$ cat config.mk
export PLATFORM = sky130hd
export DESIGN_NAME = ahb_slave_if
export DESIGN_NICKNAME = d
export VERILOG_FILES = /design/src/rtl/ahb_pkg.sv /design/src/rtl/ahb_slave_wait_timer.sv /design/src/rtl/ahb_slave_if.sv
export SDC_FILE = /design/constraint.sdc
export NUM_CORES = 1
export LEC_CHECK = 0
export ABC_AREA = 1
export CAP_MARGIN = 10
export CORE_UTILIZATION = 35
export CTS_BUF_LIST = sky130_fd_sc_hd__clkbuf_2 sky130_fd_sc_hd__clkbuf_4 sky130_fd_sc_hd__clkbuf_8
export DETAILED_ROUTE_END_ITERATION = 16
export HOLD_SLACK_MARGIN = 0.08
export PLACE_DENSITY_LB_ADDON = 0.3
export SYNTH_ARGS = -nofsm -noshare
export SYNTH_HDL_FRONTEND = slang
export SYNTH_HIERARCHICAL = 1
export SYNTH_SLANG_ARGS = --single-unit
export TNS_END_PERCENT = 30
$ cat constraint.sdc
create_clock -name ahb_clk_in -period 2.1 [get_ports ahb_clk_in]
set_input_delay 0.525 -clock ahb_clk_in [delete_from_list [all_inputs] [get_ports ahb_clk_in]]
set_output_delay 0.525 -clock ahb_clk_in [all_outputs]
set_load 0.02 [all_outputs]
$ cat src/rtl/ahb_pkg.sv
// Shared AHB-Lite encodings, slave FSM state type and the transfer-size legality check.
package ahb_pkg;

  typedef enum logic [1:0] {
    AHB_TRANS_IDLE   = 2'b00,
    AHB_TRANS_BUSY   = 2'b01,
    AHB_TRANS_NONSEQ = 2'b10,
    AHB_TRANS_SEQ    = 2'b11
  } ahb_trans_e;

  typedef enum logic [2:0] {
    AHB_BURST_SINGLE = 3'd0,
    AHB_BURST_INCR   = 3'd1,
    AHB_BURST_WRAP4  = 3'd2,
    AHB_BURST_INCR4  = 3'd3,
    AHB_BURST_WRAP8  = 3'd4,
    AHB_BURST_INCR8  = 3'd5,
    AHB_BURST_WRAP16 = 3'd6,
    AHB_BURST_INCR16 = 3'd7
  } ahb_burst_e;

  typedef enum logic {
    AHB_RESP_OKAY  = 1'b0,
    AHB_RESP_ERROR = 1'b1
  } ahb_resp_e;

  typedef enum logic [2:0] {
    AHB_SIZE_8    = 3'd0,
    AHB_SIZE_16   = 3'd1,
    AHB_SIZE_32   = 3'd2,
    AHB_SIZE_64   = 3'd3,
    AHB_SIZE_128  = 3'd4,
    AHB_SIZE_256  = 3'd5,
    AHB_SIZE_512  = 3'd6,
    AHB_SIZE_1024 = 3'd7
  } ahb_size_e;

  typedef enum logic [1:0] {
    ST_IDLE   = 2'd0,
    ST_ACCESS = 2'd1,
    ST_ERR1   = 2'd2,
    ST_ERR2   = 2'd3
  } slv_state_e;

  // Fixed-width control latched from an accepted address phase
  typedef struct packed {
    logic       write;
    logic [2:0] size;
    logic [2:0] burst;
    logic [3:0] prot;
  } ahb_ctrl_t;

  // True when a transfer of the given HSIZE fits in the data bus
  function automatic logic size_valid(input logic [2:0] size, input int unsigned data_width);
    return (32'd8 << size) <= data_width;
  endfunction

endpackage

$ cat src/rtl/ahb_slave_wait_timer.sv
// Counts backend wait cycles of one beat; expired_c flags the last allowed cycle.
module ahb_slave_wait_timer #(
  parameter int unsigned WAIT_LIMIT = 16
) (
  input  logic clk,
  input  logic rst_n,
  input  logic clear,
  input  logic enable,
  output logic expired_c
);

  localparam int unsigned CNT_W = $clog2(WAIT_LIMIT + 1);

  logic [CNT_W-1:0] cnt_q;

  // Clear has priority so a back-to-back beat starts from zero
  always_ff @(posedge clk or negedge rst_n) begin
    if (!rst_n) begin
      cnt_q <= '0;
    end else if (clear) begin
      cnt_q <= '0;
    end else if (enable) begin
      cnt_q <= cnt_q + CNT_W'(1);
    end
  end

  assign expired_c = enable & (cnt_q == CNT_W'(WAIT_LIMIT - 1));

endmodule

$ cat src/rtl/ahb_slave_if.sv
// AHB-Lite responder bridging each NONSEQ/SEQ beat to a valid/ready backend request.
module ahb_slave_if
  import ahb_pkg::*;
#(
  parameter int unsigned AHB_ADDR_WIDTH = 32,
  parameter int unsigned AHB_DATA_WIDTH = 32,
  parameter int unsigned WAIT_LIMIT     = 16
) (
  input  logic                        ahb_clk_in,
  input  logic                        ahb_rstn_in,
  input  logic                        ahb_sel_in,
  input  logic [AHB_ADDR_WIDTH-1:0]   ahb_addr_in,
  input  logic [1:0]                  ahb_trans_in,
  input  logic                        ahb_write_in,
  input  logic [2:0]                  ahb_size_in,
  input  logic [2:0]                  ahb_burst_in,
  input  logic [3:0]                  ahb_prot_in,
  input  logic [AHB_DATA_WIDTH/8-1:0] ahb_strb_in,
  input  logic [AHB_DATA_WIDTH-1:0]   ahb_wdata_in,
  input  logic                        ahb_ready_in,
  output logic                        ahb_ready_out,
  output logic                        ahb_resp_out,
  output logic [AHB_DATA_WIDTH-1:0]   ahb_rdata_out,
  output logic                        other_clk_out,
  output logic                        other_valid_out,
  output logic [AHB_ADDR_WIDTH-1:0]   other_addr_out,
  output logic                        other_write_out,
  output logic [2:0]                  other_size_out,
  output logic [AHB_DATA_WIDTH/8-1:0] other_strb_out,
  output logic [3:0]                  other_prot_out,
  output logic [AHB_DATA_WIDTH-1:0]   other_wdata_out,
  input  logic                        other_ready_in,
  input  logic                        other_error_in,
  input  logic [AHB_DATA_WIDTH-1:0]   other_rdata_in
);

  localparam int unsigned STRB_W = AHB_DATA_WIDTH / 8;

  slv_state_e                state_q, state_d;
  ahb_ctrl_t                 ctrl_q;
  logic [AHB_ADDR_WIDTH-1:0] addr_q;
  logic [STRB_W-1:0]         strb_q;
  logic [AHB_ADDR_WIDTH-1:0] align_mask;
  logic                      vap_c, beat_ok_c, done_c, load_c, timer_en_c, expired_c;
  logic                      unused_bits;

  assign other_clk_out   = ahb_clk_in;
  assign other_addr_out  = addr_q;
  assign other_write_out = ctrl_q.write;
  assign other_size_out  = ctrl_q.size;
  assign other_strb_out  = strb_q;
  assign other_prot_out  = ctrl_q.prot;

  // Address-phase qualification and beat legality
  assign vap_c      = ahb_sel_in & ahb_ready_in & ahb_trans_in[1];
  assign align_mask = AHB_ADDR_WIDTH'((32'd1 << ahb_size_in) - 32'd1);
  assign beat_ok_c  = size_valid(ahb_size_in, AHB_DATA_WIDTH) &&
                      ((ahb_addr_in & align_mask) == '0);
  assign done_c     = other_ready_in & ~other_error_in;

  // Burst type is kept only for debug visibility; HTRANS[0] does not affect decoding
  assign unused_bits = ^{ctrl_q.burst, ahb_trans_in[0]};

  // State register
  always_ff @(posedge ahb_clk_in or negedge ahb_rstn_in) begin
    if (!ahb_rstn_in) begin
      state_q <= ST_IDLE;
    end else begin
      state_q <= state_d;
    end
  end

  // Latch control of every accepted address phase
  always_ff @(posedge ahb_clk_in or negedge ahb_rstn_in) begin
    if (!ahb_rstn_in) begin
      ctrl_q <= '0;
      addr_q <= '0;
      strb_q <= '0;
    end else if (load_c) begin
      ctrl_q <= '{write: ahb_write_in, size: ahb_size_in, burst: ahb_burst_in, prot: ahb_prot_in};
      addr_q <= ahb_addr_in;
      strb_q <= ahb_strb_in;
    end
  end

  // Next state and bus/backend outputs
  always_comb begin
    state_d         = state_q;
    load_c          = 1'b0;
    timer_en_c      = 1'b0;
    ahb_ready_out   = 1'b1;
    ahb_resp_out    = AHB_RESP_OKAY;
    ahb_rdata_out   = '0;
    other_valid_out = 1'b0;
    other_wdata_out = '0;
    case (state_q)
      ST_IDLE, ST_ERR2: begin
        if (state_q == ST_ERR2) ahb_resp_out = AHB_RESP_ERROR;
        if (vap_c) begin
          load_c  = 1'b1;
          state_d = beat_ok_c ? ST_ACCESS : ST_ERR1;
        end else begin
          state_d = ST_IDLE;
        end
      end
      ST_ACCESS: begin
        other_valid_out = 1'b1;
        timer_en_c      = 1'b1;
        ahb_ready_out   = done_c;
        if (ctrl_q.write) begin
          other_wdata_out = ahb_wdata_in;
        end else if (done_c) begin
          ahb_rdata_out = other_rdata_in;
        end
        if (done_c) begin
          if (vap_c) begin
            load_c  = 1'b1;
            state_d = beat_ok_c ? ST_ACCESS : ST_ERR1;
          end else begin
            state_d = ST_IDLE;
          end
        end else if (other_ready_in || expired_c) begin
          state_d = ST_ERR1;
        end
      end
      ST_ERR1: begin
        ahb_ready_out = 1'b0;
        ahb_resp_out  = AHB_RESP_ERROR;
        state_d       = ST_ERR2;
      end
      default: state_d = ST_IDLE;
    endcase
  end

  ahb_slave_wait_timer #(
    .WAIT_LIMIT(WAIT_LIMIT)
  ) u_wait_timer (
    .clk      (ahb_clk_in),
    .rst_n    (ahb_rstn_in),
    .clear    (load_c),
    .enable   (timer_en_c),
    .expired_c(expired_c)
  );

endmodule

==> results.py <==
metrics = {
    "run_status": {
        "outcome": "complete, but fails checks",
        "violations": "negative setup slack",
    },
    "place": {
        "place_hpwl_um": 8516,
        "gp_congestion": 0.8734,
        "dpl-instance-area_um2": 5692,
        "port_buffers": 226,
    },
    "power": {
        "leakagePower_nw": 3.209,
        "power.total_w": 0.005974,
        "peakVddDrop_mv": 0.6586,
        "power_density_nw_per_um2": 969.3,
    },
    "cells_and_area": {
        "insertedDiodeCount": 0,
        "fin_util_pct": 74.27,
        "fill_cells": 613,
        "fin_nets": 822,
        "post-route-cell-area_um2": 6163,
        "drive_above_1_share_pct": 27.73,
        "area_delta_synth_final_pct": 102.5,
    },
    "route": {
        "drc": 0,
        "drt_iter0_drc": 129,
        "vias_per_cell": 4.473,
        "vias": 3583,
        "wl_per_cell_um": 14.47,
        "drtAntennaViolNets": 0,
        "drt-total-wl_um": 11590,
        "drtPass1Iterations": 4,
    },
    "synth": {
        "yosysTopAreaCellShare_pct": 41.92,
        "syn_avg_cell_area_um2": 6.966,
        "ys_types": 27,
        "ys_warn_count": 6,
        "synth_edf_count": 0,
        "synth_top_area_cell": "dfrtp_1",
        "netlist_top_cells_area": "dfrtp_1, nand2_1, inv_1, nor2_1, ha_1",
        "synth_ff_type": "dfrtp_1",
        "synth_cells": 437,
        "ys_seq_area_share_pct": 41.92,
        "ys_top_cells_by_count": "nand2_1, inv_1, nor2_1, dfrtp_1, nand3_1",
        "syn_area_um2": 3044,
        "yosysMostFrequentCell": "nand2_1",
        "synth-seq-cells": 51,
        "synth.net_count": 564,
        "async_reset_ff_share_pct": 100.0,
    },
    "sta": {
        "holdWs_ns": 0.09386,
        "min_period_ns": 2.376,
        "finalWorstSetupSlack_ns": -0.2763,
        "max_freq_mhz": 420.8,
        "grt_setup_unrepaired": "true",
        "clock_skew_ns": 0.006488,
        "tightest_slew_ns": 0.2882,
        "fin_crit_sh_pct": 113.2,
        "maxSlewViolCount": 0,
        "slew_headroom_pct": 80.73,
        "finalSetupViolCount": 66,
        "hold_viol": 0,
    },
    "global_route": {
        "first_global_vias": 3460,
        "antenna_found_initial": 0,
        "grt_max_degree": 52,
        "grt_pass1_wl_um": 16330,
        "grt_use_total_pct": 23.66,
        "gr-total-overflow": 0,
    },
    "hold_path": {
        "hp-class": "in -> async",
    },
    "critical_path": {
        "worstSetupPathType": "reg -> out",
        "worstPathArrival_ns": 1.85,
        "crit_path_end_kind": "output port",
        "r2r-start": "state_q[0]$_DFFE_PN0P_",
        "critPathMaxStageDelay_ns": 0.41,
        "critPathLaunch": "state_q[1]$_DFFE_PN0P_",
        "required_ns": 1.57,
        "crit_chain": "inv_2, ha_4, nand2_4, or2_4, buf_6, nor2_2, buf_4",
        "r2r_slack_ns": 0.13,
        "start_kind": "flip-flop",
        "cp_slowest_cell": "dfrtp_1",
        "rr_worst_depth": 11,
        "reg2reg_to": "u_wait_timer/cnt_q[4]$_DFFE_PN0P_",
        "setup.worst_path.end": "ahb_rdata_out[1]",
        "crit_fanout": 7,
    },
    "die": {
        "die_area_um2": 9074,
        "start_util_pct": 36.68,
        "ios": 231,
        "placementRows": 33,
        "die_y_um": 95.26,
        "die_w_um": 95.26,
        "core_area_um2": 8299,
    },
    "clocking": {
        "clock_latency_ns": 0.40,
        "cts_tree": "done",
        "hold_buffers": 0,
        "clk_pin_slew_ns": 0.09,
    },
    "job": {
        "cap_violations": 0,
    },
}
## cells in the final DEF (no fill, tap or decap), types with 9 or more instances in the layout
| cell | n |
|---|---|
| nor2_2 | 9 |
| clkbuf_8 | 10 |
| buf_6 | 37 |
| nor2_1 | 40 |
| buf_4 | 56 |
| inv_1 | 91 |
| nand3_1 | 12 |
| dfrtp_1 | 51 |
| o21ai_2 | 11 |
| clkdlybuf4s50_1 | 155 |
| nand2_1 | 134 |
| nor2_4 | 31 |
## worst max-delay path: cells and delay by family (launching register included)
kind / cells / cell delay (ns)
AND/OR/NAND/NOR: 3 / 0.49
adder cells (fa/ha/maj): 1 / 0.14
flip-flops: 1 / 0.41
buffers and inverters: 3 / 0.41
## routing by layer
layer  vias up  GRT usage [%]  routed length, um  share of wire [%]
met5         -              0                  0                  0
met4         0          8.712                215                1.9
met3        16          6.220                897                7.7
met2       131          43.45               6191                 53
met1      1663          25.88               4286                 37
li1       1773              -                  -                  -
## state kept, by name, summed over array words and instances (netlist names)
signal              cells
u_wait_timer/cnt_q      5
other_addr_out         32
other_prot_out          4
other_size_out          3
other_strb_out          4
state_q                 2
other_write_out         1
## repair_timing
action                                  CTS  global route
cloned                                    1             3
pin swaps                                 0             6
resized for setup                       365            60
endpoints found under the hold margin     0             0
setup buffers                             2             3
endpoints found under the setup margin   68            69
## worst min path at each step
stage,from,to,slack [ns],cells past startpoint
2_1_floorplan,ahb_rstn_in,other_addr_out[0]$_DFFE_PN0P_,0.23,0
3_3_place_gp,other_addr_out[8]$_DFFE_PN0P_,other_addr_out[8]$_DFFE_PN0P_,0.45,2
3_5_place_dp,other_addr_out[17]$_DFFE_PN0P_,other_addr_out[17]$_DFFE_PN0P_,0.46,2
4_1_cts,ahb_rstn_in,other_addr_out[30]$_DFFE_PN0P_,0.10,2
5_1_grt,ahb_rstn_in,other_addr_out[30]$_DFFE_PN0P_,0.11,2
6_report,ahb_rstn_in,other_addr_out[30]$_DFFE_PN0P_,0.09,2
## cell type report
type | count | area, um^2 | area share (%)
Sequential cell | 51 | 1276 | 20.71
Clock buffer | 10 | 137.6 | 2.233
Tap cell | 105 | 131.4 | 2.132
Multi-Input combinational cell | 275 | 1564 | 25.38
Clock inverter | 2 | 35.03 | 0.5684
Inverter | 94 | 355.3 | 5.765
Timing Repair Buffer | 264 | 2664 | 43.22
## logic make-up after synthesis
kind of cell	count (synthesis)	synth area share, %
flops	51	41.92
simple gates	244	32.96
compound gates	23	5.508
fa+ha+maj	8	3.288
buf+inv	111	16.32
## where the power goes
part | total (W) | internal (W) | switching [W]
combinational | 0.00337 | 0.00162 | 0.00175
sequential | 0.00169 | 0.00142 | 0.000265
clock | 0.000917 | 0.000549 | 0.000368
total | 0.00597 | 0.00359 | 0.00238
## through the flow
stage               instances  setup WS [ns]  TNS, ns
floorplan                 437        0.07400        0
global placement          781        -0.8276   -31.47
detailed placement        781        -0.8541   -32.37
CTS                       795        -0.2224   -8.149
global route              801        -0.3484   -17.71
finish                    801        -0.2763   -12.44
No activity file was read; power rests on OpenSTA's default activity.
